<file path="config.mk">
export PLATFORM = sky130hd
export DESIGN_NAME = pim_dma
export DESIGN_NICKNAME = d
export VERILOG_FILES = /design/src/rtl/dma_pkg.sv /design/src/rtl/pim_dma.sv
export SDC_FILE = /design/constraint.sdc
export NUM_CORES = 1
export LEC_CHECK = 0
export ABC_CLOCK_PERIOD_IN_PS = 2700
export CAP_MARGIN = 30
export CORE_MARGIN = 2
export CORE_UTILIZATION = 44
export DETAILED_ROUTE_END_ITERATION = 7
export PLACE_DENSITY = 0.93
export SYNTH_ARGS = -nofsm -noshare
export SYNTH_HDL_FRONTEND = slang
export SYNTH_SLANG_ARGS = --single-unit
export TNS_END_PERCENT = 20
</file>
<file path="constraint.sdc">
create_clock -name i_clk -period 2.7 [get_ports i_clk]
set_input_delay 0.405 -clock i_clk [delete_from_list [all_inputs] [get_ports i_clk]]
set_output_delay 0.405 -clock i_clk [all_outputs]
set_load 0.02 [all_outputs]
</file>
<file path="src/rtl/dma_pkg.sv">
// Shared definitions for the PIM DMA engine: command encodings, FSM states
// and fixed widths.
package dma_pkg;

    localparam logic [2:0] DMA_LOAD      = 3'b000;
    localparam logic [2:0] DMA_STORE     = 3'b001;
    localparam int         DMA_CNT_W     = 11;
    localparam logic [3:0] MEM_SIZE_WORD = 4'b1111;

    typedef enum logic [2:0] {
        IDLE,
        RD_REQ,
        RD_DATA,
        PIM_RD,
        WR_REQ,
        DONE
    } dma_state_e;

endpackage

</file>
<file path="src/rtl/pim_dma.sv">
// Command-driven DMA engine moving 32-bit words between system memory
// (req/gnt master port) and a selected fixed-latency PIM macro.
module pim_dma
    import dma_pkg::*;
#(
    parameter int XLEN       = 32,
    parameter int MEM_RD_LAT = 1
) (
    input  logic                 i_clk,
    input  logic                 i_rst_n,
    input  logic                 i_dma_en,
    input  logic [2:0]           i_dma_funct3,
    input  logic [3:0]           i_dma_sel_pim,
    input  logic [12:0]          i_dma_size,
    input  logic [XLEN-1:0]      i_dma_mem_addr,
    output logic                 o_dma_busy,
    output logic                 o_dma_done,
    output logic                 o_mem_req,
    input  logic                 i_mem_gnt,
    output logic [XLEN-1:0]      o_mem_addr,
    output logic [XLEN-1:0]      o_mem_wdata,
    output logic [3:0]           o_mem_size,
    output logic                 o_mem_read,
    output logic                 o_mem_write,
    input  logic [XLEN-1:0]      i_mem_rdata,
    output logic [3:0]           o_pim_sel,
    output logic                 o_pim_valid,
    output logic                 o_pim_we,
    output logic [DMA_CNT_W-1:0] o_pim_addr,
    output logic [XLEN-1:0]      o_pim_wdata,
    input  logic [XLEN-1:0]      i_pim_rdata
);

    if (MEM_RD_LAT != 1) begin : g_bad_lat
        $error("pim_dma supports MEM_RD_LAT == 1 only");
    end

    dma_state_e           state;
    dma_state_e           next;
    logic [3:0]           sel_q;
    logic [XLEN-1:0]      base_q;
    logic [DMA_CNT_W-1:0] cnt_q;
    logic [DMA_CNT_W-1:0] k_q;
    logic [XLEN-1:0]      data_q;
    logic                 wr_first_q;

    logic                 legal_cmd;
    logic                 accept;
    logic                 last_word;
    logic [DMA_CNT_W-1:0] cmd_cnt;
    logic [XLEN-1:0]      word_addr;
    logic                 unused_bits;

    assign legal_cmd   = (i_dma_funct3 == DMA_LOAD) || (i_dma_funct3 == DMA_STORE);
    assign accept      = (state == IDLE) && i_dma_en && legal_cmd;
    assign cmd_cnt     = i_dma_size[12:2];
    assign last_word   = (k_q == (cnt_q - 11'd1));
    assign word_addr   = base_q + {{(XLEN-DMA_CNT_W-2){1'b0}}, k_q, 2'b00};
    assign unused_bits = ^{i_dma_size[1:0], i_dma_mem_addr[1:0]};

    assign o_dma_busy = (state != IDLE);
    assign o_mem_size = MEM_SIZE_WORD;
    assign o_pim_sel  = (state != IDLE) ? sel_q : 4'd0;

    always_ff @(posedge i_clk or negedge i_rst_n) begin
        if (!i_rst_n) begin
            state <= IDLE;
        end else begin
            state <= next;
        end
    end

    // PIM read data arrives only in the first WR_REQ cycle; later wait cycles use the captured copy.
    always_comb begin
        next        = state;
        o_dma_done  = 1'b0;
        o_mem_req   = 1'b0;
        o_mem_read  = 1'b0;
        o_mem_write = 1'b0;
        o_mem_addr  = '0;
        o_mem_wdata = '0;
        o_pim_valid = 1'b0;
        o_pim_we    = 1'b0;
        o_pim_addr  = '0;
        o_pim_wdata = '0;
        case (state)
            IDLE: begin
                if (accept) begin
                    if (cmd_cnt == '0) begin
                        next = DONE;
                    end else if (i_dma_funct3 == DMA_LOAD) begin
                        next = RD_REQ;
                    end else begin
                        next = PIM_RD;
                    end
                end
            end
            RD_REQ: begin
                o_mem_req  = 1'b1;
                o_mem_read = 1'b1;
                o_mem_addr = word_addr;
                if (i_mem_gnt) begin
                    next = RD_DATA;
                end
            end
            RD_DATA: begin
                o_pim_valid = 1'b1;
                o_pim_we    = 1'b1;
                o_pim_addr  = k_q;
                o_pim_wdata = i_mem_rdata;
                next        = last_word ? DONE : RD_REQ;
            end
            PIM_RD: begin
                o_pim_valid = 1'b1;
                o_pim_addr  = k_q;
                next        = WR_REQ;
            end
            WR_REQ: begin
                o_mem_req   = 1'b1;
                o_mem_write = 1'b1;
                o_mem_addr  = word_addr;
                o_mem_wdata = wr_first_q ? i_pim_rdata : data_q;
                if (i_mem_gnt) begin
                    next = last_word ? DONE : PIM_RD;
                end
            end
            DONE: begin
                o_dma_done = 1'b1;
                next       = IDLE;
            end
            default: begin
                next = IDLE;
            end
        endcase
    end

    always_ff @(posedge i_clk or negedge i_rst_n) begin
        if (!i_rst_n) begin
            sel_q      <= '0;
            base_q     <= '0;
            cnt_q      <= '0;
            k_q        <= '0;
            data_q     <= '0;
            wr_first_q <= 1'b0;
        end else begin
            if (accept) begin
                sel_q  <= i_dma_sel_pim;
                base_q <= {i_dma_mem_addr[XLEN-1:2], 2'b00};
                cnt_q  <= cmd_cnt;
                k_q    <= '0;
            end
            wr_first_q <= (state == PIM_RD);
            if ((state == WR_REQ) && wr_first_q) begin
                data_q <= i_pim_rdata;
            end
            if ((state == RD_DATA) || ((state == WR_REQ) && i_mem_gnt)) begin
                k_q <= k_q + 11'd1;
            end
        end
    end

endmodule

</file>
Word level (Yosys, flattened, before mapping)
Index checks and enable logic that the tools add are counted.

storage, ports and cells
  flip-flop bits (word level) = 92
  bits of input ports = 120

cells by class
  $add $sub $neg = 3
  multiplexer cells = 22
  reductions and logical operators = 14
  equality and inequality tests = 10

operator list
  operator                 number
  $mux W32                 4
  $mux W11                 3
  $add A32 B13 Y32         1
  $mux W3                  6
  $pmux W3 S5              1
  $add A11 B1 Y11 const B  1
  $eq A11 B11 Y1           1
  $logic_not A11 Y1        1
  $sub A11 B1 Y11 const B  1
  $eq A3 B1 Y1 const B     2
  $eq A3 B2 Y1 const B     2
  $eq A3 B3 Y1 const B     2
  $logic_not A3 Y1         2
  $mux W1                  6
  $ne A2 B2 Y1 const B     3
  $logic_and A1 B1 Y1      4
  $mux W4                  1
  $reduce_or A2 Y1         2
  $reduce_and A3 Y1        1
  $reduce_bool A3 Y1       1
  $logic_or A1 B1 Y1       2
  $mux W2                  1
  $reduce_bool A2 Y1       1

Longest topological paths before layout
Gate-level depths: netlist of run 1.

  depth after elaboration = 5
  mapped depth = 9
  gate-level depth less buffers = 9

Least setup slack after synthesis of run 1
Ideal clock, no wire load.

  path kind = reg-to-output
  from = reg k_q[1]
  to = out o_mem_addr[15]
  path buffers = 0
  slack = -76 ps
  cell stages (with the launch flop) = 8
  required time = 2295 ps
  arrival time = 2371 ps
  path through = dfrtp_1 ha_1 a21o_1 a21o_1 a211oi_1 o211a_1 nor2_1 nor3_1

between the ends
  cells in the longest elaborated chain, start to end = 2

ends and longest elaborated chain
  what                      RTL line        text
  start: declaration        pim_dma.sv:43   logic [DMA_CNT_W-1:0] k_q;
  start signal: assignment  pim_dma.sv:157  k_q <= k_q + 11'd1;
  $add A32 B13 Y32          pim_dma.sv:58   assign word_addr = base_q + {{(XLEN-DMA_CNT_W-2){1'b0}}, k_q, 2'b00};
  $mux W32                  pim_dma.sv:86   case (state)
  end: declaration          pim_dma.sv:20   output logic [XLEN-1:0] o_mem_addr,

Every way passes these cells.

Final worst setup path of run 1
  from = reg base_q[2]
  to = out o_mem_addr[10]

between the ends
  cells in the longest elaborated chain, start to end = 2

ends and longest elaborated chain
  what                      RTL line        text
  start: declaration        pim_dma.sv:41   logic [XLEN-1:0] base_q;
  start signal: assignment  pim_dma.sv:148  base_q <= {i_dma_mem_addr[XLEN-1:2], 2'b00};
  $add A32 B13 Y32          pim_dma.sv:58
  $mux W32                  pim_dma.sv:86

Every way passes these cells.

==> results of run 1 <==
==> metal layers <==
layer	part of all wire, %	wire [um]	global-route usage, %	up-vias
met2	50	9200	42.9	207
met4	2.9	531	10.0	0
met1	41	7570	31.7	2763
met3	6.0	1110	6.80	36
li1	-	-	-	2691
met5	0	0	0	-
==> cell families after synthesis <==
family                   share of synthesized area [%]
adder cells (fa/ha/maj)                           3.10
AO/OA/AOI/OAI                                     8.95
flip-flops                                        39.1
buffers and inverters                             4.06
multiplexers                                      20.9
other                                            0.128
AND/OR/NAND/NOR                                   18.4
XOR/XNOR                                          5.36
==> layout by cell type (no fill, tap or decap), drive strengths merged, types with 3 or more instances in the layout <==
cell,instances
o21a,5
dfrtp,92
a21oi,18
nor3b,5
and3,37
and4,3
nand2,23
o2111ai,3
clkdlybuf4s50,192
buf,96
mux2,78
ha,13
clkbuf,11
nor2,87
o21ai,20
mux2i,35
a21o,8
nand4,5
xor2,21
inv,15
nor4,5
conb,6
o211ai,5
a31oi,3
nor3,17
dlymetal6s2s,10
a211oi,3
xnor2,15
and2,19
nand3,10
==> worst max-delay path by stage <==
stage | from | end | cells past startpoint
2_1_floorplan | k_q[0] | o_mem_addr[22] | 9
3_3_place_gp | base_q[2] | o_mem_addr[26] | 10
3_5_place_dp | base_q[2] | o_mem_addr[20] | 10
4_1_cts | base_q[2] | o_mem_addr[14] | 11
5_1_grt | base_q[2] | o_mem_addr[14] | 11
6_report | base_q[2] | o_mem_addr[10] | 11
==> registers in the layout, summed over array words and instances, names as in the netlist <==
register / cells
state: 3
cnt_q: 11
wr_first_q: 1
sel_q: 4
data_q: 32
k_q: 11
base_q: 30
==> layout make-up <==
type,count,area [um^2],area share [%]
Multi-Input combinational cell,469,3470,38.0
Timing Repair Buffer,301,2820,30.8
Sequential cell,92,2300,25.2
Clock buffer,10,229,2.51
Tap cell,176,220,2.41
Inverter,13,48.8,0.534
Clock inverter,6,46.3,0.507
==> power groups by stage <==
stage / Clock, uW / Sequential (uW) / Combinational (uW)
2_1_floorplan: 0 / 2370 / 2750
3_3_place_gp: 0 / 2480 / 4430
3_5_place_dp: 0 / 2530 / 4550
4_1_cts: 1230 / 2520 / 4560
5_1_grt: 1290 / 2620 / 5000
6_report: 1210 / 2530 / 4640
==> metrics by stage <==
step | total power, uW | util [%]
6_report | 8380 | 69.6
3_3_place_gp | 6910 | 66.7
2_1_floorplan | 5120 | -
3_5_place_dp | 7080 | 66.7
5_1_grt | 8910 | 69.6
4_1_cts | 8320 | 68.9
==> repair_timing <==
item | 4_1_cts | 5_1_grt
setup endpoints to repair | 30 | 65
resized for setup | 137 | 28
setup buffers | 3 | 4
hold buffers | 0 | 0
pin swaps | 28 | 19
==> results.txt, run 1 <==
The average wire length per cell after detail routing is between 15 and 20 um. The standard cell core area is roughly 0.013 mm^2. The final setup TNS is -4.79 ns.

The placed instance count is 1044. The total routing resource utilization after global routing came out at around a quarter. The maximum vdd ir drop came out at approximately 0.00073 V. Of the total power, registers draw ~30%. The kind of start point of the critical path is a flop. After synthesis, flip-flops and latches occupy about two fifths of the total area. The worst pin sits at a relative slew slack of ~53%. The number of failing hold endpoints at the final stage came out at 0. The required time at the worst-slack endpoint came out at 2.30 ns. Sorting the synthesized cells by how often they occur yields 92 x dfrtp_1, 87 x nor2_1, 78 x mux2_2. The number of search-and-repair iterations in the first detailed-routing pass came out at 5. In this run the critical register-to-register path is captured at state[2].

The H-tree depth came out at 3. Synthesis handed over a netlist of 612 instances. Setup repair after global routing could not meet its margin everywhere. The critical path in this run is classified as flop to output port. The cell area that synthesis handed to floorplanning was a little under 0.006 mm^2. The fraction of registers with async set or reset after synthesis is between 90% and 100%. Per report_power, the clock group accounts for roughly 14% of the total. For the worst-skew pair, the clock arrives at the later sink with an insertion delay of 0.35 ns. By area the synthesized netlist is led by dfrtp_1 39%, mux2_2 15%, mux2i_1 6.0%. In the synthesized netlist the dominant register cell turns out to be dfrtp_1. The internal reg-to-reg setup slack is 0.19 ns.

The Yosys warning count came out at 0. Relative to the synthesized area, the layout overhead comes to 55.3%. The DRC violation total after the first TritonRoute iteration is about 320. The startpoint identified for the worst register-to-register timing path is cnt_q[0].

The worst hold slack came out at 0.0882 ns. Timing analysis after detailed placement gives a worst setup slack of -0.713 ns. TritonCTS built the clock tree.

The finished cells cover just over 0.009 mm^2. Once layout is complete, the cells apart from fillers number around 1100. The number of different library cells used by synthesis comes to 52. The pin count of the biggest net entering global routing is 52. After filler insertion, the fill cell instance count of the layout stands at roughly 990. The routed layout has between 5000 and 6000 vias. Of the post-synthesis cell area, the dominant cell type holds 39.1%. Detailed placement ended at an HPWL of 13800 um. The deepest clock path buffer count came out at 2. Counting flops with a built-in enable in the synthesized netlist gives 0. The count of cells along the worst register-to-register path is 9. The maximum clock skew at final layout came out at approximately 0.0056 ns. After layout, the worst setup slack is -0.291 ns. The routability congestion estimate from global placement came out at just over 0.9. The critical path goes through ha_4 > fa_2 > a21o_1 > a21oi_2 > o21a_2 > buf_6 > o21bai_1 > a21oi_1 > xor2_1 > nor2_1 > buf_2.

The average size of a mapped cell is about 9.6 um^2. The checks that failed: negative setup slack. The transition time at the pin with the least slew margin came out at ~0.70 ns. The count of buffer and inverter cells on the critical path is 2.

The worst setup path is captured at an output port. The combinational share of power came out at 55.4%. The highest attainable clock frequency came out at about 0.33 GHz. After global routing the overflow that remains totals 0. The width of the chip came out at approximately 120 um. In this run, CTS created clock tree buffers numbering 9.

The number of buffer cells added on primary ports is ~230. The portion of the clock cycle consumed by the worst path in the final layout is 111%. Once placement finished, the instance area stood at 0.00876 mm^2. Counting flops and latches in the post-synthesis netlist gives 92. The synthesized design spends more area on one cell type than any other, namely dfrtp_1. The residual antenna-violating net count after detailed routing is 0. The cell type of the slowest stage on the worst timing path is dfrtp_1.

The number of slew-limit violations in the final report came to 0. The count of boundary I/O pins came out at 242. The power dissipated by switching net loads came out at around 3400 uW. Along the worst path, the maximum fanout reaches 3. Data on the critical path arrives at its endpoint at roughly 2.6 ns. The worst hold-check path type is primary input to asynchronous set/reset pin. The number of endpoints failing setup at the final stage came out at 25. The switching share of power is 40.5%. The wire length of the first global-routing pass is roughly 30000 um.

The post-CTS clock slew at the launch and capture registers of the worst setup and hold paths came out at 0.07 ns. After detailed routing, the number of vias per cell comes to about 5.3. The total power density per cell area is just over 900 mW/mm^2. In this design, the largest share of critical-path delay is due to compound AO/OA/AOI/OAI gates. The largest single stage delay on the critical path is 0.42 ns. The number of diodes is 0. The internal power is between 4000 and 5000 uW. After floorplanning, the core was divided into 42 placement rows. The layout cell share with drive strength beyond 1 came out at about a quarter. The clock root buffer master is clkbuf_16. The effective utilization at floorplan came out at ~45%. In the post-synthesis netlist, the cell with the most instances is dfrtp_1. The overall routed net length is 18400 um. The number of antenna violations at the first check in global routing is 0.

The die covers 0.0143 mm^2. The routed design could run at a clock period as short as ~3 ns. The clock sink count is roughly 90. The net count of the finished layout is ~1000. The die height is ~120 um. In the routed design, unresolved DRC markers number 0. The static power due to leakage is between 0.004 and 0.005 uW. The run finished, with violations left. The max-cap violation count is 0. The number of global-route vias before repair is ~5700.
No activity file was read; power rests on OpenSTA's default activity.
==> inputs of run 2 (changes only) <==
CORE_MARGIN = 5   (was 2)
GPL_TIMING_DRIVEN = 0   (was unset)
==> run 2 against run 1 <==
  * The flow still finishes with violations (negative setup slack)
  * Cell count down 0.84%
  * Via count about the same
  * Combinational power down 3%
  * Clock skew about the same
  * Clock power up 8%
  * Setup slack worse by 0.090 ns
  * Non-clock buffer count down 10
  * Die area up 10%
  * Critical path depth up 1
  * Design area down 1.2%
  * Routed wire length up 4.5%
  * Highest routed layer unchanged
==> results.txt, run 2 (synthesized netlist as in run 1, its figures left out) <==
The die area came out at between 0.015 and 0.02 mm^2. The cell type of the slowest stage on the worst timing path is dfrtp_2. The post-detailed-route DRC marker count came out at 0. The start-to-end type of the worst setup path is flop to output port. The final setup TNS is -7.22 ns. The post-layout instance count excluding filler cells is around 1100. The clock sink count came out at slightly above 90.

The overall routed net length is approximately 19000 um. The final worst slack came out at -0.380 ns. The count of cells along the worst register-to-register path is 9. The detailed router placed roughly 5700 vias in this run. The number of global-route vias before repair is 5658.

The number of buffers inserted during clock tree synthesis is 9. The final reports fail on negative setup slack. The pin count of the biggest net entering global routing is 48.

The number of buffer cells added on primary ports came out at ~230. The maximum vdd ir drop is between 0.0004 and 0.0005 V. The largest stage delay on the critical path is roughly 0.44 ns.

The flow ran to the end, but the final reports show violations. In the routed layout, each cell is associated on average with a via count of around 5.4. The number of slew-limit violations in the final report came out at 0. Walking the worst path, the cells encountered are ha_4 > fa_2 > a21o_1 > a21oi_2 > o21a_4 > nor3_4 > buf_12 > buf_4 > nor2_4 > xor2_1 > nor2_1 > buf_4. At the pin with the least slew margin, the transition time is just over 0.7 ns. The utilization of the core after routing is around 68%. The largest fanout of any net on the critical path came out at 8. The launching element of the worst setup path is base_q[2]. Detailed placement ended at an HPWL of 14200 um.

The cell sitting at the root of the clock tree is a clkbuf_16. The total power came out at between 8000 and 9000 uW. The tool flagged a number of max-cap violations equal to 0.

Of the available clock period, the critical path in the final layout requires 114%. The number of placement rows came out at 42. For the worst setup path, the data arrival time is 2.68 ns. For this design the ratio of total power to cell area is 924 mW/mm^2.

The average wire length per cell after detail routing is ~18 um. STA classifies the critical path endpoint as an output port. The residual antenna-violating net count after detailed routing is 0. In this run the worst setup path terminates at o_mem_addr[16].

The startpoint identified for the worst register-to-register timing path is cnt_q[0]. The static power due to leakage is a little over 0.004 uW. Data on the critical path is required at its endpoint by about 2.3 ns. The TritonCTS clock tree is built.

The number of flip-flops under the largest register name is 32. The post-route minimum period is a little over 3 ns. The total routing resource utilization after global routing is 23.1%. The maximum clock skew at final layout came out at between 0.005 and 0.006 ns. The area used by multi-input combinational logic is 0.00357 mm^2. The most numerous cell on the critical path is buf_4. The clock latency on the worst-skew pair is around 0.35 ns. The first routing iteration left between 300 and 400 violations. The relative slew slack came out at between 50% and 60%. The deepest clock path buffer count came out at 2. The first detailed-routing pass took 5 iterations. Clock-pin slew was measured on the worst setup and hold paths at 0.07 ns. The width of the chip is roughly 130 um. The count of boundary I/O pins came out at between 200 and 250. The capture point of the worst reg-to-reg path is state[2]. Setup slack on the worst reg-to-reg path comes out at 0.04 ns. The filler cell count is approximately 980. From bottom edge to top edge, the die measures about 130 um. The global route total overflow came out at 0.

In the final layout, the share of cells above drive strength 1 is a little under a quarter. The first global-routing pass estimated approximately 29000 um of wire. Once placement completed, the tool counted placed cells totaling slightly above 1000. The routability congestion estimate from global placement is about 0.9. The standard cell core area came out at between 0.01 and 0.015 mm^2. The most flop-heavy register is data_q.

In the final layout, flip-flops and latches occupy roughly 0.0023 mm^2. The worst hold-check path type is primary input to asynchronous set/reset pin. The largest registers in the layout are data_q x32, base_q x30. The layout overhead on the synthesized area is 53.4%. The top cell types in the final layout, fill and taps aside, are 162 x clkdlybuf4s50_1, 87 x dfrtp_1, 85 x nor2_1. STA classifies the critical path startpoint as a flop. Timing would allow up to around 0.32 GHz. The worst hold slack came out at 0.0810 ns. Setup repair after global routing could not meet its margin everywhere. After the last flow step, the layout net total stands at between 1000 and 1500. The number of antenna violations at the first check in global routing came out at 0. The effective utilization at floorplan is 44.6%.

The H-tree depth is 3. The number of failing hold endpoints at the final stage is 0. Setup violations remaining at the end of the flow were counted as 29. The most common cell after layout, fill and taps aside is clkdlybuf4s50_1.
==> run 2: cell count changes in the layout (fill, tap and decap cells not counted), moves of 9 or more <==
cell	delta
dlygate4sd2_1	+41
dlymetal6s2s_1	-10
clkbuf_2	+14
buf_4	-35
buf_1	+9
clkdlybuf4s50_1	-30
==> run 2: area by class of cell <==
cell class              instances  share of cell area (%)
diodes                          1                  0.0277
well taps                     176                    2.44
clock inverters                 5                   0.665
repair buffers                252                    26.3
multi-input cells             469                    39.6
flip-flops and latches         92                    25.6
inverters                      13                   0.540
clock buffers                  11                    2.69
plain buffers                  39                    2.22
==> run 2: worst max-delay path, delay by kind of cell (launching register included) <==
kind | cells | cell delay, ns
AND/OR/NAND/NOR | 3 | 0.18
buffers and inverters | 3 | 0.48
flip-flops | 1 | 0.44
AO/OA/AOI/OAI | 3 | 0.56
adder cells (fa/ha/maj) | 2 | 0.51
XOR/XNOR | 1 | 0.15
==> run 2: where the power goes <==
part / internal [uW] / total, uW / switching, uW
clock network: 747 / 1310 / 564
registers: 2000 / 2540 / 541
logic: 2180 / 4500 / 2310
==> run 2: timing repair <==
| action | 4_1_cts | 5_1_grt |
|---|---|---|
| hold buffers | 0 | 0 |
| pin swaps | 22 | 22 |
| buffers inserted | 18 | 8 |
| resized for setup | 209 | 29 |
| endpoints found under the setup margin | 107 | 86 |
==> run 2: worst min-delay path by stage <==
stage                   from          to  slack (ns)  depth (start not counted)
floorplan            i_rst_n  base_q[10]        0.11                          0
global placement    sel_q[1]    sel_q[1]        0.48                          1
detailed placement   i_rst_n  base_q[19]        0.47                          1
CTS                  i_rst_n  base_q[19]         0.1                          1
global route         i_rst_n  base_q[19]        0.13                          1
finish               i_rst_n  base_q[19]        0.08                          1
==> run 2: per-layer routing <==
metal,track usage [%],vias up,routed length [um]
met2,38.7,223,9690
met3,6.48,46,1420
li1,-,2681,-
met5,0,-,0
met4,8.74,0,562
met1,28.3,2745,7580
==> run 2: metrics by stage <==
step	worst slack, ns	area, um^2
after global placement	-2.25	8440
after CTS	-0.371	8880
after global routing	-0.480	9030
final	-0.380	9030
after floorplan	-0.0457	5910
after detailed placement	-1.05	8460
==> RTL change 1: new RTL, settings of run 2 <==
Set the parameter `XLEN` to 64 (it was 32).
--- a/src/rtl/pim_dma.sv
+++ b/src/rtl/pim_dma.sv
@@ -3,7 +3,7 @@
 module pim_dma
     import dma_pkg::*;
 #(
-    parameter int XLEN       = 32,
+    parameter int XLEN       = 64,
     parameter int MEM_RD_LAT = 1
 ) (
     input  logic                 i_clk,
Ports: changed (6 resized); port bits go from 242 to 434. The function was not compared with the original's and may differ.
==> RTL change 1 against run 2 <==
The run still ends with setup timing left. Wire length rose by 110%. Sequential cell count grew 64. Synthesized area is 70% higher. Worst setup slack lost 0.58 ns. Total power is 86% higher. Core utilization up 5.3 points. Design area is 84% higher.
==> RTL change 1: results (changes against run 2) <==
setup_path:
  reg2reg_from: "state[2]"
  critPathSlowestCell: "or4_4"
  reg2reg_slack_ns: 0.09  # +0.05 ns
  slowest_delay_ns: 0.49  # +0.05 ns
  arrival_ns: 3.25  # +0.57 ns
  r2r-end: "data_q[61]"
finish:
  layout-drive-gt1-share_pct: 31.7  # +8.2 points
  multi_input_area_um2: 6540  # +83%
  nNonClkInverters: 17  # +4
  clock_area_share_pct: 3.47  # +0.12 points
  seq_area_share_pct: 23.6  # -2.0 points
  nClkBuffers: 20  # +9
  buffer_area_share_pct: 30.9  # +2.5 points
  num-nets-final: 1757  # +74%
  antenna_cells: 2  # +1
  fillers: 1431  # +47%
  top_regs: "data_q: 64 flops, base_q: 62 flops"
  signal_buffers: 558  # +92%
  register_area_um2: 3920  # +70%
synth:
  synth_compound_area_share_pct: 8.81  # -0.14 points
  ys_types: 60  # +15%
  synthTopCellsByArea: "dfrtp_1 39%, mux2_2 16%, mux2i_1 7.3%"
  synthAdderAreaFrac_pct: 1.83  # -1.3 points
  synth_common_cells: "156 x dfrtp_1, 142 x mux2_2, 112 x nor2_1"
  synth-xor-area-share_pct: 3.69  # -1.7 points
  yosysSeqAreaShare_pct: 39.1  # about the same
  syn_avg_cell_area_um2: 9.83  # +2.2%
  synthMuxAreaShare_pct: 23.3  # +2.5 points
die:
  chipWidth_um: 161  # +28%
outcome:
  violations: "setup timing"
  status: "finished, violations left"
clock_network:
  post_cts_resized: 611  # +190%
  worstSkewPairLatency_ns: 0.43  # +0.08 ns
  clock_sinks: 156  # +70%
  cts_setup_buffers: 43  # +25
grt:
  grt_pass1_vias: 10600  # +87%
  grt_usage_pct: 28.5  # +5.4 points
  grt_start_max_net_pins: 90  # +88%
  grt_pass1_wl_mm: 58.6  # +99%
  antenna_found_initial: 3  # +3
placed_design:
  dp.cells: 1728  # +69%
  io_buffers: 423  # +83%
  placed_cell_area_um2: 14900  # +76%
pwr:
  power_mw: 15.6  # +86%
  p_comb_share_pct: 56.9  # +3.0 points
timing:
  setup_violations: 59  # +100%
  tightest_slew_ns: 0.976  # +0.255 ns
  fin_ws_ns: -0.958  # -0.577 ns
  finalSetupTns_ns: -35.73  # -28.51 ns
  clock_skew_ns: 0.0130  # +0.00725 ns
  holdWs_ns: 0.503  # +0.422 ns
drt:
  post_drt_wl_per_cell_um: 22.3  # +22%
  drt-total-wl_mm: 40.7  # +110%
  vias: 10500  # +84%
  drt_iter0_markers: 959  # +160%
worst_hold_path:
  min_path_type: "register to register"
## RTL change 1: changes by cell type in the layout (fill, tap and decap cells not counted), moves of 24 or more
| cell | change |
|---|---|
| and3_1 | -27 |
| dfrtp_1 | +56 |
| nor2_1 | +24 |
| mux2_2 | +64 |
| mux2i_1 | +38 |
| clkdlybuf4s15_1 | +24 |
| and2_1 | +69 |
| dlygate4sd2_1 | +46 |
| clkdlybuf4s50_1 | +61 |
| buf_4 | +43 |
| buf_6 | +43 |
## RTL change 1: per-layer routing
metal / vias up / GRT usage (%) / wire, um
met5: - / 0 / 13
met4: 2 / 13.8 / 2250
met3: 169 / 6.42 / 3430
met2: 630 / 47.3 / 19300
met1: 5058 / 35.0 / 15700
li1: 4626 / - / -
## RTL change 1: how the worst max path moves through the flow
| stage | from | end | slack, ns | cells past startpoint |
|---|---|---|---|---|
| floorplan | k_q[8] | o_mem_addr[23] | -0.21 | 9 |
| global placement | i_rst_n | data_q[13] | -5.11 | 1 |
| detailed placement | k_q[9] | o_mem_addr[37] | -1.18 | 10 |
| CTS | base_q[25] | o_mem_addr[60] | -0.87 | 8 |
| global route | base_q[3] | o_mem_addr[35] | -1.01 | 11 |
| finish | base_q[3] | o_mem_addr[35] | -0.96 | 11 |
## RTL change 1: logic make-up (layout without fill, tap and decap cells)
kind of cell / Yosys count / after routing
AOI/OAI and AO/OA: 125 / 126
muxes: 215 / 215
adders and majority gates: 14 / 14
buffers and inverters: 87 / 607
and+or+nand+nor: 374 / 374
DFF: 156 / 156
xor gates and xnor gates: 42 / 42
other: 2 / 8
## RTL change 1: worst reg2reg max path: cells and delay by family (launching register included)
kind | cells | cell delay (ns)
mux | 1 | 0.41
simple gates | 3 | 0.47
flops | 1 | 0.47
buf+inv | 3 | 1.12
==> RTL change 2: new RTL, settings of run 2 <==
Without the edit above. Encoding of `dma_state_e`: now one-hot (6 bits for 6 states).
--- a/src/rtl/dma_pkg.sv
+++ b/src/rtl/dma_pkg.sv
@@ -7,13 +7,13 @@
     localparam int         DMA_CNT_W     = 11;
     localparam logic [3:0] MEM_SIZE_WORD = 4'b1111;
 
-    typedef enum logic [2:0] {
-        IDLE,
-        RD_REQ,
-        RD_DATA,
-        PIM_RD,
-        WR_REQ,
-        DONE
+    typedef enum logic [5:0] {
+        IDLE    = 6'b000001,
+        RD_REQ  = 6'b000010,
+        RD_DATA = 6'b000100,
+        PIM_RD  = 6'b001000,
+        WR_REQ  = 6'b010000,
+        DONE    = 6'b100000
     } dma_state_e;
 
 endpackage
Check against the original RTL: same outputs for any inputs over 4 cycles, from zero or initial values and one cycle with i_rst_n low; so few cycles prove little.
==> RTL change 2 against run 2 <==
The run still ends with setup timing left. Design area increased by 5.8%. Non-clock buffer count up 1. Via count increased by 5.0%. Synthesized cell count up 2.9%. Sequential cell count grew 3. Total power fell by 18%. Critical path depth down 4. Synthesized area up 4.4%. Worst setup slack got worse by 0.035 ns. Wire length increased by 3.8%. Critical path type unchanged. Critical endpoint is now o_mem_addr[31]. Largest power group unchanged. Highest routed layer unchanged.
==> RTL change 2: results (changes against run 2) <==
outcome:
  status: "finished, violations left"
  violations: "setup timing"
placed_design:
  place_congestion: 0.869  # -6.3%
  dpl.hpwl_mm: 14.4  # +1.5%
finish:
  num-nets-final: 1035  # +2.5%
  antenna_cells: 0  # -1
  layout-drive-gt1-share_pct: 27.8  # +4.3 points
timing:
  fin_ws_ns: -0.415  # -0.0349 ns
  setup_violations: 32  # +10%
  clock_skew_ns: 0.00929  # +0.00355 ns
  tightest_slew_ns: 0.815  # +0.0943 ns
  finalSetupTns_ns: -6.71  # +0.514 ns
setup_path:
  critPathMaxFanout: 3  # -5
  arrival_ns: 2.71  # +0.03 ns
  slowest_delay_ns: 0.55  # +0.11 ns
pwr:
  p_clk_share_pct: 21.9  # +6.2 points
  peakVddDrop_mv: 0.550  # +11%
  comb_cell_power_mw: 2.95  # -34%
  p_leak_nw: 4.17  # +0.95%
  switchingPower_mw: 2.49  # -27%
clock_network:
  cts_setup_buffers: 19  # +1
  clk_pin_slew_ns: 0.07  # about the same
  post_cts_resized: 300  # +44%
  worstSkewPairLatency_ns: 0.35  # about the same
drt:
  wl_met1_mm: 7.75  # +2.2%
  wl_met3_mm: 1.37  # -3.3%
  drt-vias-per-instance: 5.50  # +2.3%
  met2_length_mm: 9.94  # +2.5%
  drt_iter0_markers: 304  # -17%
  post_drt_wl_per_cell_um: 18.4  # +1.1%
grt:
  grt_pass1_vias: 6010  # +6.2%
  grt_start_max_net_pins: 52  # +8.3%
  grt_use_met2_pct: 39.5  # +0.86 points
  grt_usage_pct: 23.3  # +0.28 points
  grt_pass1_wl_mm: 30.7  # +4.0%
  grtUsageMet3_pct: 4.29  # -2.2 points
synth:
  yosysSeqAreaShare_pct: 38.7  # -0.41 points
  synth_common_cells: "94 x dfrtp_1, 77 x mux2_2, 61 x nor2_1"
  synthMuxAreaShare_pct: 21.4  # +0.57 points
  synthTopCellsByArea: "dfrtp_1 38%, mux2_2 14%, mux2i_1 7.3%"
  synth_compound_area_share_pct: 9.69  # +0.74 points
  synth-xor-area-share_pct: 3.42  # -1.9 points
  synthAdderAreaFrac_pct: 2.97  # -0.13 points
RTL change 2: changes by cell type after synthesis, moves of 6 or more:
| cell | run 2 | this run |
|---|---|---|
| and3_1 | 37 | 10 |
| and2_1 | 19 | 48 |
| nand2b_1 | 2 | 12 |
| mux2i_1 | 35 | 45 |
| a21oi_1 | 18 | 12 |
| nor2_1 | 87 | 61 |
| inv_1 | 13 | 19 |
| xor2_1 | 21 | 13 |
| o21ai_0 | 19 | 29 |
| nand2_1 | 23 | 31 |
RTL change 2: worst paths after layout:
path | from | endpoint | slack, ns | depth (start not counted)
min reg2reg | sel_q[2] | sel_q[2] | 0.50 | 1
max in group asynchronous | i_rst_n | state[0] | 1.90 | 2
max | k_q[1] | o_mem_addr[31] | -0.42 | 8
min in group i_clk | sel_q[2] | sel_q[2] | 0.50 | 1
min | i_rst_n | base_q[25] | 0.08 | 1
max reg2reg | cnt_q[0] | state[1] | 0.03 | 8
RTL change 2: worst max-delay path: cells and delay by family (launching register included):
family                   cells  cell delay [ns]
flip-flops                   1             0.43
AND/OR/NAND/NOR              2             0.88
buffers and inverters        1             0.16
AO/OA/AOI/OAI                4             0.62
adder cells (fa/ha/maj)      1             0.26
RTL change 2: area by class of cell:
class / instances / area, um2
Timing Repair Buffer: 257 / 2390
Tap cell: 180 / 225
Buffer: 35 / 205
Sequential cell: 95 / 2390
Fill cell: 1015 / 4220
Clock buffer: 10 / 229
Multi-Input combinational cell: 484 / 3920
Clock inverter: 6 / 115
Inverter: 19 / 73.8
RTL change 2: per-stage QoR:
stage,instances,cell area (um2)
floorplan,634,6240
global placement,1045,8780
detailed placement,1046,8800
CTS,1080,9460
global route,1086,9550
finish,1086,9550
